### src/rtl/aibnd_dll_ctrl.sv
// DLL/DCC calibration controller: pulses the phase detector, steps a 10-bit delay code, declares lock after a dither.
// Optional tracking while locked is enabled with `define AIBND_DLL_TRACK_EN.
module aibnd_dll_ctrl #(
  parameter int SETTLE_CYC     = 8,
  parameter int LOCK_TOGGLES   = 4,
  parameter int INIT_CODE      = 512,
  parameter int TRACK_INTERVAL = 64
) (
  input  logic       clk_dcd,
  input  logic       dll_reset,
  input  logic       dll_en,
  input  logic       t_up,
  input  logic       t_down,
  output logic       launch,
  output logic       measure,
  output logic       pd_reset_n,
  output logic [2:0] i_gray,
  output logic [6:0] f_gray,
  output logic [9:0] pvt_ref_half_gry,
  output logic       dll_lock,
  output logic       dll_sat,
  output logic [9:0] code_bin
);

  typedef enum logic [2:0] {S_IDLE, S_LAUNCH, S_WAIT, S_MEASURE, S_EVAL, S_LOCKED} state_t;
  typedef enum logic [1:0] {DIR_NONE, DIR_UP, DIR_DN} dir_t;

  function automatic logic [2:0] gray3(input logic [2:0] b);
    return b ^ (b >> 1);
  endfunction

  function automatic logic [6:0] gray7(input logic [6:0] b);
    return b ^ (b >> 1);
  endfunction

  // Half-delay reference: coarse gray in the low bits, fine gray above it.
  function automatic logic [9:0] half_gray(input logic [9:0] c);
    logic [9:0] h;
    h = c >> 1;
    return {gray7(h[6:0]), gray3(h[9:7])};
  endfunction

  state_t     state_reg;
  dir_t       prev_dir_reg;
  logic [9:0] code_reg;
  logic [7:0] wait_cnt_reg;
  logic [3:0] toggle_cnt_reg;
  logic       launch_reg;
  logic       measure_reg;
  logic       pd_reset_n_reg;
  logic       dll_lock_reg;
  logic       dll_sat_reg;
  logic [9:0] half_gry_reg;

  dir_t       eval_dir;
  logic       at_bound;
  logic       opposite;
  logic       lock_hit;
  logic [9:0] code_next;
  logic [4:0] toggle_inc;
  logic       track_iter;

  always_comb begin
    eval_dir = DIR_NONE;
    if (t_up && !t_down)
      eval_dir = DIR_UP;
    else if (t_down && !t_up)
      eval_dir = DIR_DN;

    at_bound = ((eval_dir == DIR_UP) && (code_reg == 10'd1023)) ||
               ((eval_dir == DIR_DN) && (code_reg == 10'd0));

    code_next = code_reg;
    if (!at_bound && (eval_dir == DIR_UP))
      code_next = code_reg + 10'd1;
    else if (!at_bound && (eval_dir == DIR_DN))
      code_next = code_reg - 10'd1;

    toggle_inc = {1'b0, toggle_cnt_reg} + 5'd1;
    opposite   = (eval_dir != DIR_NONE) && (prev_dir_reg != DIR_NONE) && (eval_dir != prev_dir_reg);
    lock_hit   = opposite && !at_bound && (toggle_inc == 5'(LOCK_TOGGLES));
  end

`ifdef AIBND_DLL_TRACK_EN
  logic [15:0] track_cnt_reg;
  logic        tracking_reg;

  assign track_iter = tracking_reg;

  always_ff @(posedge clk_dcd) begin
    if (dll_reset) begin
      track_cnt_reg <= '0;
      tracking_reg  <= 1'b0;
    end else if (!dll_en) begin
      track_cnt_reg <= '0;
      tracking_reg  <= 1'b0;
    end else if (state_reg == S_LOCKED) begin
      if (track_cnt_reg == 16'(TRACK_INTERVAL - 1)) begin
        track_cnt_reg <= '0;
        tracking_reg  <= 1'b1;
      end else begin
        track_cnt_reg <= track_cnt_reg + 16'd1;
      end
    end else if (state_reg == S_EVAL) begin
      tracking_reg <= 1'b0;
    end
  end

  logic track_fire;
  assign track_fire = (track_cnt_reg == 16'(TRACK_INTERVAL - 1));
`else
  // Tracking disabled: LOCKED is terminal.
  assign track_iter = 1'b0 & (TRACK_INTERVAL < 1);
  logic track_fire;
  assign track_fire = 1'b0;
`endif

  always_ff @(posedge clk_dcd) begin
    if (dll_reset) begin
      state_reg      <= S_IDLE;
      prev_dir_reg   <= DIR_NONE;
      code_reg       <= 10'(INIT_CODE);
      wait_cnt_reg   <= '0;
      toggle_cnt_reg <= '0;
      launch_reg     <= 1'b0;
      measure_reg    <= 1'b0;
      pd_reset_n_reg <= 1'b0;
      dll_lock_reg   <= 1'b0;
      dll_sat_reg    <= 1'b0;
      half_gry_reg   <= '0;
    end else begin
      launch_reg  <= 1'b0;
      measure_reg <= 1'b0;
      if ((state_reg != S_IDLE) && !dll_en) begin
        state_reg      <= S_IDLE;
        pd_reset_n_reg <= 1'b0;
        dll_lock_reg   <= 1'b0;
        toggle_cnt_reg <= '0;
        prev_dir_reg   <= DIR_NONE;
      end else begin
        case (state_reg)
          S_IDLE: begin
            if (dll_en) begin
              state_reg      <= S_LAUNCH;
              launch_reg     <= 1'b1;
              pd_reset_n_reg <= 1'b1;
            end
          end
          S_LAUNCH: begin
            state_reg    <= S_WAIT;
            wait_cnt_reg <= '0;
          end
          S_WAIT: begin
            if (wait_cnt_reg == 8'(SETTLE_CYC - 1)) begin
              state_reg   <= S_MEASURE;
              measure_reg <= 1'b1;
            end else begin
              wait_cnt_reg <= wait_cnt_reg + 8'd1;
            end
          end
          S_MEASURE: state_reg <= S_EVAL;
          S_EVAL: begin
            code_reg <= code_next;
            if (at_bound)
              dll_sat_reg <= 1'b1;
            if (track_iter) begin
              // A tracking step refreshes the reference but leaves the dither history alone.
              state_reg    <= S_LOCKED;
              half_gry_reg <= half_gray(code_next);
            end else begin
              if (eval_dir != DIR_NONE) begin
                prev_dir_reg <= eval_dir;
                if (at_bound || (eval_dir == prev_dir_reg))
                  toggle_cnt_reg <= '0;
                else if (opposite)
                  toggle_cnt_reg <= toggle_inc[3:0];
              end
              if (lock_hit) begin
                state_reg    <= S_LOCKED;
                dll_lock_reg <= 1'b1;
                half_gry_reg <= half_gray(code_next);
              end else begin
                state_reg  <= S_LAUNCH;
                launch_reg <= 1'b1;
              end
            end
          end
          S_LOCKED: begin
            if (track_fire) begin
              state_reg  <= S_LAUNCH;
              launch_reg <= 1'b1;
            end
          end
          default: state_reg <= S_IDLE;
        endcase
      end
    end
  end

  assign launch           = launch_reg;
  assign measure          = measure_reg;
  assign pd_reset_n       = pd_reset_n_reg;
  assign dll_lock         = dll_lock_reg;
  assign dll_sat          = dll_sat_reg;
  assign pvt_ref_half_gry = half_gry_reg;
  assign code_bin         = code_reg;
  assign i_gray           = gray3(code_reg[9:7]);
  assign f_gray           = gray7(code_reg[6:0]);

endmodule

### config.mk
export PLATFORM = sky130hd
export DESIGN_NAME = aibnd_dll_ctrl
export DESIGN_NICKNAME = d
export VERILOG_FILES = /design/src/rtl/aibnd_dll_ctrl.sv
export SDC_FILE = /design/constraint.sdc
export NUM_CORES = 1
export LEC_CHECK = 0
export BUFFER_PORTS_ARGS = -buffer_cell sky130_fd_sc_hd__buf_4
export CAP_MARGIN = 20
export CELL_PAD_IN_SITES_DETAIL_PLACEMENT = 1
export CELL_PAD_IN_SITES_GLOBAL_PLACEMENT = 2
export CORE_ASPECT_RATIO = 1.5
export CORE_UTILIZATION = 36
export CTS_CLUSTER_SIZE = 24
export DETAILED_ROUTE_END_ITERATION = 16
export GPL_ROUTABILITY_DRIVEN = 0
export PLACE_DENSITY_LB_ADDON = 0.1
export REMOVE_ABC_BUFFERS = 1
export SYNTH_ARGS = -nofsm -noshare
export SYNTH_HDL_FRONTEND = slang
export SYNTH_SLANG_ARGS = --single-unit
### constraint.sdc
create_clock -name clk_dcd -period 3.72 [get_ports clk_dcd]
set_clock_uncertainty 0.15 [all_clocks]
set_input_delay 0.558 -clock clk_dcd [delete_from_list [all_inputs] [get_ports clk_dcd]]
set_output_delay 0.558 -clock clk_dcd [all_outputs]
set_load 0.02 [all_outputs]
### Word-level counts from Yosys, hierarchy flattened

Cells that the tools add are included.

* input bits: 5
* bits in registers: 42
* logic and storage cells: 91

* add/sub/neg operators: 4
* equality and inequality tests: 15
* reductions and logical operators: 37
* mux-type cells: 16
* bitwise logic cells: 7

Operators with widths (number)
* $mux W10: 2
* $pmux W3 S6: 1
* $reduce_and A3 Y1: 6
* $pmux W8 S2: 1
* $xor A7 B6 Y7: 2
* $logic_and A1 B1 Y1: 11
* $add A10 B1 Y10 const B: 1
* $eq A10 B10 Y1 const B: 1
* $logic_not A10 Y1: 1
* $reduce_bool A2 Y1: 5
* $sub A10 B1 Y10 const B: 1
* $mux W3: 3
* $add A8 B1 Y8 const B: 1
* $eq A8 B3 Y1 const B: 1
* $mux W4: 2
* $mux W8: 1
* $reduce_and A2 Y1: 4
* $eq A3 B2 Y1 const B: 2
* $eq A3 B3 Y1 const B: 2
* $ne A2 B2 Y1 const B: 3
* $add A4 B1 Y5 const B: 1
* $eq A5 B3 Y1 const B: 1
* $logic_not A1 Y1: 4
* $mux W2: 2
* other kinds (15): 20

### Logic depth before layout (Yosys ltp)

* depth after elaboration: 12
* mapped depth: 9
* mapped depth without buffers: 8

### Worst setup path after synthesis

No wires, ideal clock.

* path type: input to register
* from: input port t_up
* to: register half_gry_reg[3] (netlist: pvt_ref_half_gry[3])
* arrival time: 2.155 ns
* path buffers: 1
* library setup time: 0.122 ns
* cell stages on the path: 9
* setup slack: 1.294 ns
* path through: inv_1 ha_1 nand3_1 or4_1 buf_4 and2_1 o2111ai_2 xor2_1 o22ai_1

* longest elaborated chain between the ends: 12
* elaborated cells on any way between the ends: 23
* classes of those cells: eq/ne (3); mux (4); bitwise (1); reduce/logical (15)

Ends and longest elaborated chain
* start: declaration: RTL line 12 `input logic t_up,`
* $logic_not A1 Y1: RTL line 67 `else if (t_down && !t_up)`
* $logic_and A1 B1 Y1: RTL line 67
* $mux W2: RTL line 67
* $mux W2 *: RTL line 65 `if (t_up && !t_down)`
* via eval_dir[1]: RTL line 55 `dir_t eval_dir;`
* $eq A2 B1 Y1 or $eq A2 B2 Y1 (tied branches)
* $logic_and A1 B1 Y1, on equally long branches: RTL line 70, 71
* $logic_or A1 B1 Y1: RTL line 70 `at_bound = ((eval_dir == DIR_UP) && (code_reg == 10'd1023)) ||`
* $logic_not A1 Y1: RTL line 74, 76, 81
* $logic_and A1 B1 Y1: RTL line 76 `else if (!at_bound && (eval_dir == DIR_DN))`
* $mux W10: RTL line 76
* $mux W10: RTL line 74 `if (!at_bound && (eval_dir == DIR_UP))`
* $xor A7 B6 Y7: RTL line 33 `return b ^ (b >> 1);`
* end signal: assignment: RTL line 169 `half_gry_reg <= half_gray(code_next);`
* end signal: assignment: RTL line 181 `half_gry_reg <= half_gray(code_next);`
* end: declaration: RTL line 53 `logic [9:0] half_gry_reg;`

Mark *: on every way through the listed nets, which the timed path passes. The rest lies on a longest branch. The select of a mux whose other input is x is not followed.
A chain may end at the register's enable or synchronous reset.

### Worst setup path after layout

* from: register code_reg[2] (netlist: code_bin[2])
* to: register toggle_cnt_reg[2]

* longest elaborated chain between the ends: 6
* elaborated cells on any way between the ends: 9
* classes of those cells: eq/ne (1); mux (1); reduce/logical (7)

Ends and longest elaborated chain
* start: declaration: RTL line 45 `logic [9:0] code_reg;`
* start signal: assignment: RTL line 122 `code_reg <= 10'(INIT_CODE);`
* start signal: assignment: RTL line 163 `code_reg <= code_next;`
* $eq A10 B10 Y1 or $logic_not A10 Y1 (tied branches): RTL line 70, 71
* $logic_and A1 B1 Y1, on equally long branches: RTL line 70, 71
* $logic_or A1 B1 Y1 *: RTL line 70
* $logic_or A1 B1 Y1 *: RTL line 173 `if (at_bound || (eval_dir == prev_dir_reg))`
* $reduce_bool A2 Y1 (no source line)
* $reduce_and A3 Y1 (no source line)
* end signal: assignment: RTL line 176 `toggle_cnt_reg <= toggle_inc[3:0];`
* end: declaration: RTL line 47 `logic [3:0] toggle_cnt_reg;`

Every way passes the cells marked *; elsewhere a longest branch is shown, timed or not.

==> metrics.yaml <==
timing:
  worst_pin_slew_ns: 0.741
  slew_headroom_pct: 50.5
  fin_setup_tns_ns: 0
  fin_ws_ns: 1.01
  setup_violations: 0
  fin_crit_sh_pct: 72.8
  period_minus_slack_ns: 2.71
  hold_viol: 0
  rsz0062_at_grt: "no"
  slew_violations: 0
  fmax_mhz: 369
global_routing:
  grt_max_degree: 28
  grt_remaining_overflow: 0
  grt_pass1_vias: 2178
  antenna_found_initial: 0
  grt_pass1_wl_microns: 10700
  grt_use_total_pct: 18.8
floorplanning:
  rows: 36
  io_pins: 40
  die_width_microns: 69.5
  die_h_microns: 103
  fp.coreArea_sq_mm: 0.00658
  dieArea_sq_mm: 0.00719
  start_util_pct: 37.5
detailed_routing:
  vias_per_cell: 5.36
  vias: 2138
  drtAntennaViolNets: 0
  routedWlPerCell_microns: 15.9
  postRouteWirelength_microns: 6330
  drt_iter0_drc: 54
  drcViolationCount: 0
  drt_pre_antenna_iters: 5
clock_network:
  ctsResizeCount: 0
  root_buffer: "clkbuf_8"
  cts_tree: "built"
  post_cts_buffers: 0
  cts.path.max_buffers: 2
  numCtsBuffers: 5
  clk_pin_slew_ns: 0.09
  cts_sinks: 41
  htree_num_levels: 2
  holdBufCountCts: 0
  clkLatencyLatePin_ns: 0.30
placed_design:
  port_buffers: 38
  dp.cells: 391
  place_hpwl_microns: 4620
  place_ws_ns: 0.776
synth:
  synthFlopType: "dfxtp_1"
  yosysSeqAreaShare_pct: 33.3
  synth_most_common_cell: "dfxtp_1"
  yosysWarnings: 0
  yosysTopAreaCellShare_pct: 33.3
  async_reset_ff_share_pct: 0
  yosys-top-cells-count: "dfxtp_1, nor2_1, ha_1"
  synth_cells: 287
  synth_cell_types: 47
  ys_top_cells_by_area: "dfxtp_1, ha_1, xnor2_1"
  avgSynthCellArea_sq_um: 8.58
  ys_seq_elements: 41
  syn_area_sq_mm: 0.00246
  synth-edff-count: 0
  synth_area_leader_cell: "dfxtp_1"
pwr:
  internal_power_mw: 0.678
  ir_drop_mv: 0.171
  p_switching_mw: 0.231
  power_mw: 0.908
  leakagePower_nw: 1.16
  power_density_mw_per_mm2: 313
  pwr-share-comb_pct: 9.2
  switching_share_pct: 25.4
  seq_power_share_pct: 49.6
  pwr-share-clk_pct: 41.3
critical_path:
  r2r_cells: 8
  worstSetupStartpointType: "register"
  critical_path.startpoint: "code_bin[2]"
  worstReg2RegEnd: "toggle_cnt_reg[2]"
  path_class: "reg -> reg"
  worstSetupEndpointType: "register"
  required_ns: 3.80
  crit_end: "toggle_cnt_reg[2]"
  crit_path_max_fanout: 12
  r2r_slack_ns: 1.01
  reg2reg_from: "code_bin[2]"
  cp.arrival_ns: 2.79
finish:
  layout-drive-gt1-share_pct: 17.3
  multiInputGateArea_sq_mm: 0.00149
  regArea_sq_um: 821
  num_antenna_cells: 0
  fin_util_pct: 44.2
  nets: 351
  instances_no_fill: 399
  largest_register_ffs: 10
  nFillCells: 808
  area_delta_synth_final_pct: 17.9
flow_run:
  cap_viol_max_count: 0
status:
  status: "completed"
worst_hold_path:
  hold_class: "reg -> reg"
  min-delay-start: "dll_lock"
critical path, stage by stage, from the launching register on:
cell     delay [ns]
dfxtp_1        0.43
inv_1          0.14
ha_1           0.24
nand2_1        0.09
or4_1          0.38
nand2_1        0.22
o41ai_1        0.64
o21ai_0        0.19
a21oi_1        0.14
layout by cell type, fill, tap and decap left out, drive strengths merged, types with 2 or more instances in the layout:
cell type and instances:
nor2 36, o21ai 11, or4 3, buf 41, nand4 5, xnor2 20
or3 3, a22oi 4, inv 20, nand2b 8, ha 24, nor3 5
a21oi 8, clkbuf 5, xor2 4, nor2b 2, or3b 2, o22ai 3
dfxtp 41, mux2i 5, nand3 15, a211oi 13, nor4 7, nand2 12
a31oi 3, nand3b 4, o21bai 2, o31ai 2
power by group through the flow:
stage	combinational, mW	clock, mW	sequential [mW]
floorplan	0.0532	0	0.462
global placement	0.0835	0	0.460
detailed placement	0.0843	0	0.460
CTS	0.0845	0.392	0.450
global route	0.0933	0.404	0.452
finish	0.0834	0.375	0.450
per-layer routing:
| metal | vias to the layer above | part of all wire (%) | GRT usage [%] |
|---|---|---|---|
| li1 | 1062 | - | - |
| met1 | 1024 | 41 | 20.5 |
| met2 | 41 | 54 | 36.3 |
| met3 | 11 | 3.1 | 3.00 |
| met4 | 0 | 2.0 | 7.54 |
| met5 | - | 0 | 0 |
final cells by class:
type                            count  share of cell area [%]
Tap cell                           76                    3.27
Clock inverter                      3                    1.59
Inverter                           20                    2.58
Timing Repair Buffer               41                    10.6
Sequential cell                    41                    28.3
Clock buffer                        5                    2.37
Multi-Input combinational cell    213                    51.3
worst min-delay path by stage:
stage	to	slack (ns)	depth (start not counted)
floorplan	wait_cnt_reg[1]	0.29	2
global placement	dll_lock	0.31	2
detailed placement	dll_lock	0.32	2
CTS	dll_lock	0.34	2
global route	dll_lock	0.35	2
finish	dll_lock	0.33	2
metrics by stage:
step / area (sq um) / hold slack [ns]
after floorplan: 2390 / 0.293
after global placement: 2790 / 0.309
after detailed placement: 2790 / 0.320
after CTS: 2910 / 0.341
after global routing: 2910 / 0.353
final: 2910 / 0.335
kinds of logic after synthesis:
kind of cell             after synthesis  synth area share [%]
AO/OA/AOI/OAI                         51                  13.8
XOR/XNOR                              24                  8.53
adder cells (fa/ha/maj)               24                  12.2
buffers and inverters                 33                  6.15
flip-flops                            41                  33.3
multiplexers                           5                  2.03
other                                  1                 0.152
AND/OR/NAND/NOR                      108                  23.9
No activity file was read; power rests on OpenSTA's default activity.
